### src/rtl/bus_phase_mux_pkg.sv
// -----------------------------------------------------------------------------
// bus_phase_mux_pkg
//
// Purpose : Shared constants and types for the bus phase multiplexer.
//           - Bit positions of the active-low CPU control signals inside
//             the control word (M1 .. BUSAK).
//           - The control-word typedef (named fields, MSB = BUSAK_n).
//           - Phase-encoding constants: the phase LSB selects between a
//             control phase (even) and an address-slice phase (odd).
//
// Ports   : none (package)
// -----------------------------------------------------------------------------
package bus_phase_mux_pkg;

    // Bit positions of the active-low control signals in the control word.
    localparam int CTRL_M1    = 0;
    localparam int CTRL_MREQ  = 1;
    localparam int CTRL_IORQ  = 2;
    localparam int CTRL_RD    = 3;
    localparam int CTRL_WR    = 4;
    localparam int CTRL_RFSH  = 5;
    localparam int CTRL_HALT  = 6;
    localparam int CTRL_BUSAK = 7;

    // Default position of wr_n inside the control word.
    localparam int WR_BIT_DEFAULT = CTRL_WR;

    // Width of the control word described by ctrl_word_t.
    localparam int CTRL_WORD_W = 8;

    // Control word with named active-low fields.
    typedef struct packed {
        logic busak_n;
        logic halt_n;
        logic rfsh_n;
        logic wr_n;
        logic rd_n;
        logic iorq_n;
        logic mreq_n;
        logic m1_n;
    } ctrl_word_t;

    // Idle control word: every active-low strobe deasserted.
    localparam ctrl_word_t CTRL_IDLE = '{default: 1'b1};

    // Phase kind, taken from the phase LSB.
    localparam logic [0:0] PH_KIND_CTRL = 1'b0;
    localparam logic [0:0] PH_KIND_ADDR = 1'b1;

    // Number of address slices and phases for a given geometry.
    function automatic int numSlices(input int addrW, input int pinW);
        return addrW / pinW;
    endfunction

    function automatic int numPhases(input int addrW, input int pinW);
        return 2 * (addrW / pinW);
    endfunction

endpackage

### src/rtl/bus_phase_mux_ctr.sv
// -----------------------------------------------------------------------------
// bus_phase_ctr
//
// Purpose : Frame phase counter for bus_phase_mux. Counts 0 .. NPH-1 while
//           enabled, wraps back to 0, and can be stretched in the last phase
//           by a hold request. Generates the CPU clock-enable pulse that
//           marks the end of a frame.
//
// Ports   :
//   clk_i      in   sole clock, rising edge
//   rst_i      in   synchronous active-high reset (priority over en/hold)
//   en_i       in   global advance enable
//   hold_i     in   frame stretch request (only honoured in phase NPH-1)
//   phase_o    out  current phase index
//   cpu_cen_o  out  combinational CPU clock-enable pulse
// -----------------------------------------------------------------------------
module bus_phase_ctr
    import bus_phase_mux_pkg::*;
#(
    parameter int NPH  = 4,
    parameter int PH_W = $clog2(NPH)
) (
    input  logic            clk_i,
    input  logic            rst_i,
    input  logic            en_i,
    input  logic            hold_i,
    output logic [PH_W-1:0] phase_o,
    output logic            cpu_cen_o
);

    localparam logic [PH_W-1:0] LAST_PHASE = PH_W'(NPH - 1);

    logic [PH_W-1:0] phase_q;
    logic [PH_W-1:0] phase_d;
    logic            lastPhase;

    assign lastPhase = (phase_q == LAST_PHASE);

    // Next phase: step forward while enabled. In the last phase a hold
    // request parks the counter there; otherwise it wraps to 0. Hold in
    // any other phase has no effect.
    always_comb begin
        phase_d = phase_q;
        if (en_i) begin
            if (!lastPhase) begin
                phase_d = phase_q + PH_W'(1);
            end else if (!hold_i) begin
                phase_d = '0;
            end
        end
    end

    // Phase register; reset abandons any frame in progress, even a held one.
    always_ff @(posedge clk_i) begin
        if (rst_i) begin
            phase_q <= '0;
        end else begin
            phase_q <= phase_d;
        end
    end

    // The CPU may step exactly when the frame is about to wrap. rst_i is
    // included so no enable leaks out during the reset cycle.
    assign cpu_cen_o = lastPhase & en_i & ~hold_i & ~rst_i;

    assign phase_o = phase_q;

endmodule

### src/rtl/bus_phase_mux.sv
// -----------------------------------------------------------------------------
// bus_phase_mux
//
// Purpose : Time-multiplexes the CPU control word and address bus onto one
//           shared pin group. Each frame alternates control / address slice:
//           phase 2k shows the control word, phase 2k+1 shows address slice k
//           (LSB slice first). The CPU is stepped once per frame via cpu_cen,
//           and the control/address snapshot is taken on that same edge, so
//           the pins always present the previous CPU cycle for a full frame.
//
// Optional feature (macro BUS_PHASE_MUX_DOE_EN):
//           when defined, the CPU write data is snapshotted alongside the
//           address and driven on data_out, with data_oe asserted whenever
//           the snapshotted wr_n is low. When undefined, data_out and data_oe
//           are tied low and no data snapshot register exists.
//
// Ports   :
//   clk          in   sole clock, rising edge
//   rst          in   synchronous active-high reset
//   en           in   global advance enable
//   hold         in   frame stretch request (last phase only)
//   cpu_ctrl     in   live active-low CPU control signals
//   cpu_addr     in   live CPU address bus
//   cpu_dout     in   live CPU write data
//   cpu_cen      out  CPU clock-enable pulse
//   pins_out     out  multiplexed control/address pins
//   phase        out  current phase index
//   frame_start  out  high in phase 0
//   data_out     out  snapshotted write data
//   data_oe      out  data-pin output enable
// -----------------------------------------------------------------------------
module bus_phase_mux
    import bus_phase_mux_pkg::*;
#(
    parameter int ADDR_W = 16,
    parameter int PIN_W  = 8,
    parameter int CTRL_W = 8,
    parameter int WR_BIT = WR_BIT_DEFAULT
) (
    input  logic                                   clk,
    input  logic                                   rst,
    input  logic                                   en,
    input  logic                                   hold,
    input  logic [CTRL_W-1:0]                      cpu_ctrl,
    input  logic [ADDR_W-1:0]                      cpu_addr,
    input  logic [PIN_W-1:0]                       cpu_dout,
    output logic                                   cpu_cen,
    output logic [PIN_W-1:0]                       pins_out,
    output logic [$clog2(2*(ADDR_W/PIN_W))-1:0]    phase,
    output logic                                   frame_start,
    output logic [PIN_W-1:0]                       data_out,
    output logic [PIN_W-1:0]                       data_oe
);

    localparam int NSLICE = numSlices(ADDR_W, PIN_W);
    localparam int NPH    = numPhases(ADDR_W, PIN_W);
    localparam int PH_W   = $clog2(NPH);

    // Reject geometries the pin multiplexer cannot represent.
    generate
        if ((ADDR_W % PIN_W) != 0 || CTRL_W != PIN_W || WR_BIT >= CTRL_W) begin : gBadParams
            $error("bus_phase_mux: ADDR_W must be a multiple of PIN_W, CTRL_W must equal PIN_W, WR_BIT must be inside the control word");
        end
    endgenerate

    logic [PH_W-1:0]   phase_q;
    logic              cpuCen;

    logic [CTRL_W-1:0] ctrl_q;
    logic [CTRL_W-1:0] ctrl_d;
    logic [ADDR_W-1:0] addr_q;
    logic [ADDR_W-1:0] addr_d;
    logic [PIN_W-1:0]  pinsMux;

    // Phase counter and CPU clock-enable generation.
    bus_phase_ctr #(
        .NPH  (NPH),
        .PH_W (PH_W)
    ) uCtr (
        .clk_i     (clk),
        .rst_i     (rst),
        .en_i      (en),
        .hold_i    (hold),
        .phase_o   (phase_q),
        .cpu_cen_o (cpuCen)
    );

    // Snapshot the live CPU bus on the same edge the CPU is stepped.
    always_comb begin
        ctrl_d = ctrl_q;
        addr_d = addr_q;
        if (cpuCen) begin
            ctrl_d = cpu_ctrl;
            addr_d = cpu_addr;
        end
    end

    // Reset parks the pins on an idle (all strobes high) control word.
    always_ff @(posedge clk) begin
        if (rst) begin
            ctrl_q <= '1;
            addr_q <= '0;
        end else begin
            ctrl_q <= ctrl_d;
            addr_q <= addr_d;
        end
    end

    // Pin selection: even phases show the control word, phase 2k+1 shows
    // address slice k. Built only from registered state so the pins never
    // follow the live CPU inputs.
    always_comb begin
        pinsMux = ctrl_q;
        for (int k = 0; k < NSLICE; k++) begin
            if (phase_q == PH_W'(2 * k + 1)) begin
                pinsMux = addr_q[k*PIN_W +: PIN_W];
            end
        end
    end

    assign pins_out    = pinsMux;
    assign phase       = phase_q;
    assign cpu_cen     = cpuCen;
    assign frame_start = (phase_q == '0);

`ifdef BUS_PHASE_MUX_DOE_EN
    logic [PIN_W-1:0] dout_q;
    logic [PIN_W-1:0] dout_d;

    // Write data is captured together with the control/address snapshot.
    always_comb begin
        dout_d = dout_q;
        if (cpuCen) begin
            dout_d = cpu_dout;
        end
    end

    always_ff @(posedge clk) begin
        if (rst) begin
            dout_q <= '0;
        end else begin
            dout_q <= dout_d;
        end
    end

    // Drive the data pins only while the snapshotted cycle is a write.
    assign data_out = dout_q;
    assign data_oe  = {PIN_W{~ctrl_q[WR_BIT]}};
`else
    // Data path compiled out; write data is intentionally ignored.
    logic unusedDout;
    assign unusedDout = ^cpu_dout;

    assign data_out = '0;
    assign data_oe  = '0;
`endif

endmodule

### config.mk
export PLATFORM = sky130hd
export DESIGN_NAME = bus_phase_mux
export DESIGN_NICKNAME = d
export VERILOG_FILES = /design/src/rtl/bus_phase_mux_pkg.sv /design/src/rtl/bus_phase_mux_ctr.sv /design/src/rtl/bus_phase_mux.sv
export SDC_FILE = /design/constraint.sdc
export NUM_CORES = 1
export LEC_CHECK = 0
export CELL_PAD_IN_SITES_DETAIL_PLACEMENT = 0
export CELL_PAD_IN_SITES_GLOBAL_PLACEMENT = 1
export CORE_AREA = 5 5 74 76
export DETAILED_ROUTE_END_ITERATION = 8
export DIE_AREA = 0 0 79 81
export PLACE_DENSITY = 0.93
export SLEW_MARGIN = 10
export SYNTH_ARGS = -nofsm -noshare
export SYNTH_HDL_FRONTEND = slang
export SYNTH_SLANG_ARGS = --single-unit
### constraint.sdc
create_clock -name clk -period 4.1 [get_ports clk]
set_clock_uncertainty 0.1 [all_clocks]
set_input_delay 0.82 -clock clk [delete_from_list [all_inputs] [get_ports clk]]
set_output_delay 0.82 -clock clk [all_outputs]
set_load 0.03 [all_outputs]
After elaboration in Yosys (flattened, before gate mapping)
Cells that the tools add are included. W data, S select, Z words.

Register bits after elaboration: 26. Output and inout bits: 28. Logic and storage cells: 18.

Add/subtract/negate cells: 1. Eq/ne operators: 3. Multiplexer cells: 4. Bitwise operators: 5. Reduce and logical (&&, ||, !) cells: 2.

Operators by type and width (count): $mux W8 (2); $mux W2 (2); $and A1 B1 Y1 (3); $add A2 B1 Y2 const B (1); $eq A2 B1 Y1 const B (1); $eq A2 B2 Y1 const B (1); $logic_not A2 Y1 (1); $ne A2 B2 Y1 const B (1); $not A1 Y1 (2); $reduce_and A2 Y1 (1).

Logic depth before layout (Yosys ltp)
Gate-level depths: netlist of the first run.

Depth after elaboration: 4. Mapped depth: 5.

Hierarchy
Synthesis of the first run repeated with hierarchy kept, for this count alone.

Cells, all modules: 134. Area total of the unflattened synthesis: 1288.7 um^2.

Modules (own cells, without submodules): bus_phase_mux (times used 1, cells an instance 122, area an instance 1174.9 um^2, seq. area each 480.5 um^2); bus_phase_ctr (times used 1, cells an instance 12, area an instance 113.9 um^2, seq. area each 40.0 um^2).

Least setup slack after synthesis of the first run
No wires, ideal clock.

Path kind: reg2out. Start: register uCtr.phase_q[1] (netlist: uCtr.phase_o[1]). End: output port pins_out[0]. Data arrival time: 1.818 ns. Setup slack: 1.362 ns. Cell stages (with the launch flop): 6. Cells stage by stage: dfxtp_1 -> inv_1 -> ha_1 -> buf_2 -> mux2i_1 -> o21ai_0.

Longest elaborated chain between the ends: 3. Elaborated cells on any way between the ends: 4. Those cells by class: eq/ne (2); mux (2).

Ends and longest elaborated chain: start: declaration (line bus_phase_mux_ctr.sv:33) `logic [PH_W-1:0] phase_q;`; start signal: assignment (line bus_phase_mux_ctr.sv:58) `phase_q <= phase_d;`; $eq A2 B1 Y1 (line bus_phase_mux.sv:115) `if (phase_q == PH_W'(2 * k + 1)) begin`; $mux W8 (line bus_phase_mux.sv:115); $mux W8 * (line bus_phase_mux.sv:115); end: declaration (line bus_phase_mux.sv:48) `output logic [PIN_W-1:0] pins_out,`.

Mark *: on every way between the ends. The rest lies on a longest branch, timed or not.

Worst setup path after layout of the first run
Start: register uCtr.phase_q[0] (netlist: uCtr.phase_o[0]). End: output port pins_out[0].

Same word-level chain as after synthesis.

==> reports/metrics.yaml, run 1 <==
status:
  outcome: "finished clean"
worst_setup_path:
  cp_max_fo: 8
  cp_num_buf_inv: 1
  kind_of_cell_with_the_highest_combined_delay_on_the_critical_path: "buffers and inverters"
  startpoint: "uCtr.phase_o[0]$_SDFFE_PP0P_"
  setup.worst_path.end_class: "output pin"
  reg2reg_from: "uCtr.phase_o[0]$_SDFFE_PP0P_"
  start_kind: "register"
  critPathMaxStageDelay_ps: 710
  cp_cell_sequence: "ha_1 -> mux2i_1 -> o21ai_0 -> clkdlybuf4s50_1"
  critical_path_required_ps: 3180
  worst-setup-path-type: "register to output pin"
  crit_path_top_delay_cell: "sky130_fd_sc_hd__clkdlybuf4s50_1"
  data_arrival_time_of_the_critical_path_ps: 2300
placed_design:
  globalplace.congestion: 0.7097
  place.detailed.instances: 247
  pre_cts_ws_ps: 1123
  port_buffers: 39
  detailedPlacementHpwl_um: 2203
clock_network:
  clkTransAtPathRegs_ps: 90
  htree_num_levels: 1
  clockRootBuffer: "sky130_fd_sc_hd__clkbuf_8"
  tritoncts_sinks: 26
  post_cts_resized: 0
  cts_buffer_depth: 2
  cts.repair_timing.setup_buffer_count: 0
  tritoncts.num_buffers: 3
  clk_latency_ps: 260
  hold_buffers: 0
  clock_tree_from_tritoncts: "done"
min_path:
  worst_hold_path_type: "register to register"
  worstHoldStart: "addr_q[7]$_SDFFE_PP0P_"
die:
  die_w_um: 79
  number_of_placement_rows: 25
  floorplan.initialDensity: 0.3216
  coreArea_um2: 4661
  dieArea_um2: 6399
  pin_count: 64
  die_h_um: 81
finish:
  synth_to_layout_area_growth_pct: 25.21
  antenna_cells: 0
  multiInputGateArea_um2: 823.3
  layout.area.seq_um2: 520.5
  n_fill_cell: 469
  final_core_util: 0.4027
  most-common-layout-cells: "38 x sky130_fd_sc_hd__clkdlybuf4s50_1, 34 x sky130_fd_sc_hd__nand2b_1, 33 x sky130_fd_sc_hd__mux2i_1"
  mostFrequentLayoutCell: "sky130_fd_sc_hd__clkdlybuf4s50_1"
  final_cells: 251
  final_net_count: 238
  drive_above_1_share: 0.03553
timing:
  layout_setup_ws_ps: 883.8
  worstMarginPinSlew_ps: 559.5
  setup_repair_after_global_routing_missed_its_margin: "false"
  maximum_clock_frequency_ghz: 0.3109
  period_needed_ps: 3216
  finalSetupViolations: 0
  final.setup.tns_ps: 0
  period_share: 0.7844
  relSlewSlack: 0.6270
  drv_slew: 0
  report.final.hold_viol_count: 0
routing:
  drt.antenna.violating_nets: 0
  wl_um: 3009
  route.detailed.vias_per_inst: 4.335
  num_vias: 1088
  drtPass1Iterations: 4
  drc: 0
  first_iter_violations: 66
  routedWlPerCell_um: 11.99
power:
  p_per_area_nw_per_um2: 301.5
  worst_ir_drop_vdd_uv: 119.4
  static-leakage-power_nw: 0.6860
yosys:
  synth-seq-cells: 26
  number_of_synthesized_flops_with_an_enable_pin: 0
  yosysWarningCount: 0
  portion_of_the_post_synthesis_area_used_by_sequential_elements: 0.3472
  synth.cell_area_um2: 1499
  avgSynthCellArea_um2: 9.140
  synthDistinctLibCells: 19
  synth_ff_type: "sky130_fd_sc_hd__dfxtp_1"
  post_synth_inst_count: 164
  postSynth.asyncResetShare: 0
global_route:
  grt_util_all_layers: 0.09601
  grt_pass1_wl_um: 4974
  first_global_vias: 1100
  globalRoute.totalOverflow: 0
  number_of_antenna_violations_at_the_first_check_in_global_routing: 0
  largest_net_degree_at_the_start_of_global_routing: 54
run:
  maxCapViolations: 0
-- Yosys cell counts, drive strengths merged (2+ instances only) --
| cell | instances | area [um2] |
|---|---|---|
| nand2b | 34 | 212.7 |
| mux2i | 33 | 330.3 |
| dfxtp | 26 | 520.5 |
| buf | 21 | 181.4 |
| nor2 | 16 | 60.06 |
| nand2 | 8 | 30.03 |
| o21ai | 8 | 40.04 |
| clkbuf | 6 | 22.52 |
| ha | 4 | 50.05 |
| inv | 2 | 7.510 |
-- tightest hold or removal path: stages, from the launching register on --
cell                       delay (ps)
sky130_fd_sc_hd__dfxtp_1          320
sky130_fd_sc_hd__nand2b_1          60
sky130_fd_sc_hd__mux2i_1           60
-- stage by stage --
stage	cell area, um2	power [W]	hold slack, ps
floorplan	1555	0.0003632	348.3
global placement	1822	0.0004110	359.7
detailed placement	1822	0.0004117	362.8
CTS	1877	0.0005737	382.6
global route	1877	0.0005940	406.0
finish	1877	0.0005658	376.7
-- cells by family after synthesis --
group                    Yosys count  synth area share
AND/OR/NAND/NOR                   61            0.2187
multiplexers                      33            0.2204
AO/OA/AOI/OAI                     10           0.03673
buffers and inverters             29            0.1411
adder cells (fa/ha/maj)            4           0.03339
other                              1          0.002502
flip-flops                        26            0.3472
-- power by group --
group          internal, W  switching, W  total [W]
combinational    0.0000654     0.0000805   0.000146
sequential        0.000255    0.00000314   0.000258
clock            0.0000856     0.0000759   0.000162
-- metal layers --
| layer | routed length [um] | part of all wire | track usage | up-vias |
|---|---|---|---|---|
| li1 | - | - | - | 565 |
| met1 | 1397 | 0.46 | 0.1175 | 496 |
| met3 | 162 | 0.054 | 0.02328 | 2 |
| met5 | 0 | 0 | 0 | - |
| met2 | 1435 | 0.48 | 0.1709 | 25 |
| met4 | 14 | 0.0047 | 0.02062 | 0 |
-- flip-flops by register name (all words and copies together), names as in the netlist --
signal and cells:
addr_q 16, ctrl_q 8, uCtr.phase_o 2
-- cell type report --
type / count / share of cell area
Multi-Input combinational cell: 124 / 0.4387
Sequential cell: 26 / 0.2773
Clock buffer: 4 / 0.02933
Tap cell: 54 / 0.03600
Timing Repair Buffer: 41 / 0.2147
Inverter: 2 / 0.004000
-- worst paths after layout --
path                            endpoint  slack (ps)  cells past startpoint
hold reg to reg   addr_q[7]$_SDFFE_PP0P_         380                      2
setup reg to reg  addr_q[6]$_SDFFE_PP0P_        2060                      4
hold / removal    addr_q[7]$_SDFFE_PP0P_         380                      2
setup / recovery             pins_out[0]         880                      4
Note: power is estimated with default switching activity, not from simulation.
==> run 2, diff against run 1 <==
--- a/config.mk
+++ b/config.mk
@@ -7,10 +7,10 @@
 export LEC_CHECK = 0
 export CELL_PAD_IN_SITES_DETAIL_PLACEMENT = 0
 export CELL_PAD_IN_SITES_GLOBAL_PLACEMENT = 1
-export CORE_AREA = 5 5 74 76
+export CORE_AREA = 5 5 77 79
 export DETAILED_ROUTE_END_ITERATION = 8
-export DIE_AREA = 0 0 79 81
-export PLACE_DENSITY = 0.93
+export DIE_AREA = 0 0 82 84
+export PLACE_DENSITY = 0.87
 export SLEW_MARGIN = 10
 export SYNTH_ARGS = -nofsm -noshare
 export SYNTH_HDL_FRONTEND = slang
==> constraint.sdc (replaced) <==
create_clock -name clk -period 3.3 [get_ports clk]
set_clock_uncertainty 0.1 [all_clocks]
set_input_delay 0.66 -clock clk [delete_from_list [all_inputs] [get_ports clk]]
set_output_delay 0.66 -clock clk [all_outputs]
set_load 0.03 [all_outputs]
==> run 2 against run 1 <==
Net effect: cell count increased by 7.2%; highest routed layer unchanged; via count decreased by 2.3%; critical path type unchanged; cell area increased by 1.2%; worst hold slack about the same; wire length decreased by 4.2%; worst setup slack got worse by 640 ps; sequential power increased by 24%; flip-flop and latch count unchanged.
==> reports/metrics.yaml, run 2 (same netlist as run 1, synthesis figures left out) <==
timing:
  finalSetupViolations: 0
  final.setup.tns_ps: 0
  period_share: 0.9272
  period_needed_ps: 3060
  drv_slew: 0
  worstMarginPinSlew_ps: 549.1
  relSlewSlack: 0.6339
  setup_repair_after_global_routing_missed_its_margin: "false"
  report.final.hold_viol_count: 0
  maximum_clock_frequency_ghz: 0.3268
  layout_setup_ws_ps: 240.1
routing:
  drt.antenna.violating_nets: 0
  routedWlPerCell_um: 10.72
  wl_um: 2883
  drtPass1Iterations: 4
  drc: 0
  num_vias: 1063
  first_iter_violations: 65
  route.detailed.vias_per_inst: 3.952
clock_network:
  clockRootBuffer: "sky130_fd_sc_hd__clkbuf_8"
  clk_latency_ps: 260
  clkTransAtPathRegs_ps: 90
  post_cts_resized: 0
  htree_num_levels: 1
  tritoncts_sinks: 26
  hold_buffers: 0
  cts_buffer_depth: 2
  tritoncts.num_buffers: 3
  clock_tree_from_tritoncts: "done"
  cts.repair_timing.setup_buffer_count: 0
power:
  p_per_area_nw_per_um2: 368.9
  worst_ir_drop_vdd_uv: 153.0
  power.total_w: 0.0007007
  static-leakage-power_nw: 0.6860
run:
  maxCapViolations: 0
worst_setup_path:
  kind_of_cell_with_the_highest_combined_delay_on_the_critical_path: "buffers and inverters"
  critical_path_required_ps: 2540
  setup.worst_path.end_class: "output pin"
  cp_cell_sequence: "ha_1 -> mux2i_1 -> o21ai_0 -> clkdlybuf4s50_1"
  critPathMaxStageDelay_ps: 700
  cp_num_buf_inv: 1
  data_arrival_time_of_the_critical_path_ps: 2300
  start_kind: "register"
  worst-setup-path-type: "register to output pin"
  cp_max_fo: 8
  crit_path_top_delay_cell: "sky130_fd_sc_hd__clkdlybuf4s50_1"
placed_design:
  globalplace.congestion: 0.6798
  detailedPlacementHpwl_um: 2125
  place.detailed.instances: 265
  port_buffers: 39
  dpl_cell_area_um2: 1844
  pre_cts_ws_ps: 521.9
die:
  pin_count: 64
  die_w_um: 82
  dieArea_um2: 6888
  number_of_placement_rows: 27
  die_h_um: 84
  floorplan.initialDensity: 0.2844
  coreArea_um2: 5270
finish:
  most-common-layout-cells: "38 x sky130_fd_sc_hd__clkdlybuf4s50_1, 34 x sky130_fd_sc_hd__nand2b_1, 33 x sky130_fd_sc_hd__mux2i_1"
  post-route-cell-area_um2: 1899
  max_flop_register: "addr_q"
  final_cells: 269
  drive_above_1_share: 0.03553
  antenna_cells: 0
  final_net_count: 238
  mostFrequentLayoutCell: "sky130_fd_sc_hd__clkdlybuf4s50_1"
  synth_to_layout_area_growth_pct: 26.71
  largest_register_ff_count: 16
global_route:
  number_of_antenna_violations_at_the_first_check_in_global_routing: 0
  grt_util_all_layers: 0.08535
  largest_net_degree_at_the_start_of_global_routing: 53
  grt_pass1_wl_um: 4740
  globalRoute.totalOverflow: 0
  first_global_vias: 1080
status:
  outcome: "finished clean"
min_path:
  worst_hold_path_type: "register to register"
[run 2: area by class of cell]
type                            count  area [um2]
Tap cell                           72       90.09
Sequential cell                    26       520.5
Multi-Input combinational cell    124       823.3
Fill cell                         556        3371
Timing Repair Buffer               41       402.9
Inverter                            2       7.507
Clock buffer                        4       55.05
[run 2: worst paths after layout]
path                           startpoint                       to  slack (ps)  cells past startpoint
max          uCtr.phase_o[0]$_SDFFE_PP0P_              pins_out[0]         240                      4
min                addr_q[7]$_SDFFE_PP0P_   addr_q[7]$_SDFFE_PP0P_         380                      2
max reg2reg  uCtr.phase_o[0]$_SDFFE_PP0P_  addr_q[10]$_SDFFE_PP0P_        1270                      4
min reg2reg        addr_q[7]$_SDFFE_PP0P_   addr_q[7]$_SDFFE_PP0P_         380                      2
[run 2: through the flow]
stage,util,hold slack [ps]
finish,0.3604,376.3
floorplan,-,348.3
global route,0.3604,398.2
detailed placement,0.3500,362.9
global placement,0.3500,360.8
CTS,0.3604,384.3
[run 2: metal layers]
layer  wire length [um]  GRT usage  vias to the layer above
met5                  0          0                        -
met1               1329     0.1030                      477
met3                158    0.01728                        2
met4                 35    0.02719                        0
met2               1360     0.1477                       24
li1                   -          -                      560
[run 2: power breakdown]
group	switching (W)	internal, W	total (W)
Clock	0.0000935	0.000106	0.000200
Sequential	0.00000390	0.000317	0.000321
Combinational	0.0000987	0.0000811	0.000180
[run 2: worst reg2reg max path, stage by stage, from the launching register on]
cell,delay (ps)
sky130_fd_sc_hd__dfxtp_1,430
sky130_fd_sc_hd__ha_1,540
sky130_fd_sc_hd__and3b_1,260
sky130_fd_sc_hd__buf_4,380
sky130_fd_sc_hd__mux2i_1,250
==> run 3, diff against run 2 <==
--- a/config.mk
+++ b/config.mk
@@ -5,6 +5,7 @@
 export SDC_FILE = /design/constraint.sdc
 export NUM_CORES = 1
 export LEC_CHECK = 0
+export CAP_MARGIN = 15
 export CELL_PAD_IN_SITES_DETAIL_PLACEMENT = 0
 export CELL_PAD_IN_SITES_GLOBAL_PLACEMENT = 1
 export CORE_AREA = 5 5 77 79
==> results of run 3 <==
No change in the layout: final DEF, timing and power equal those of run 2.
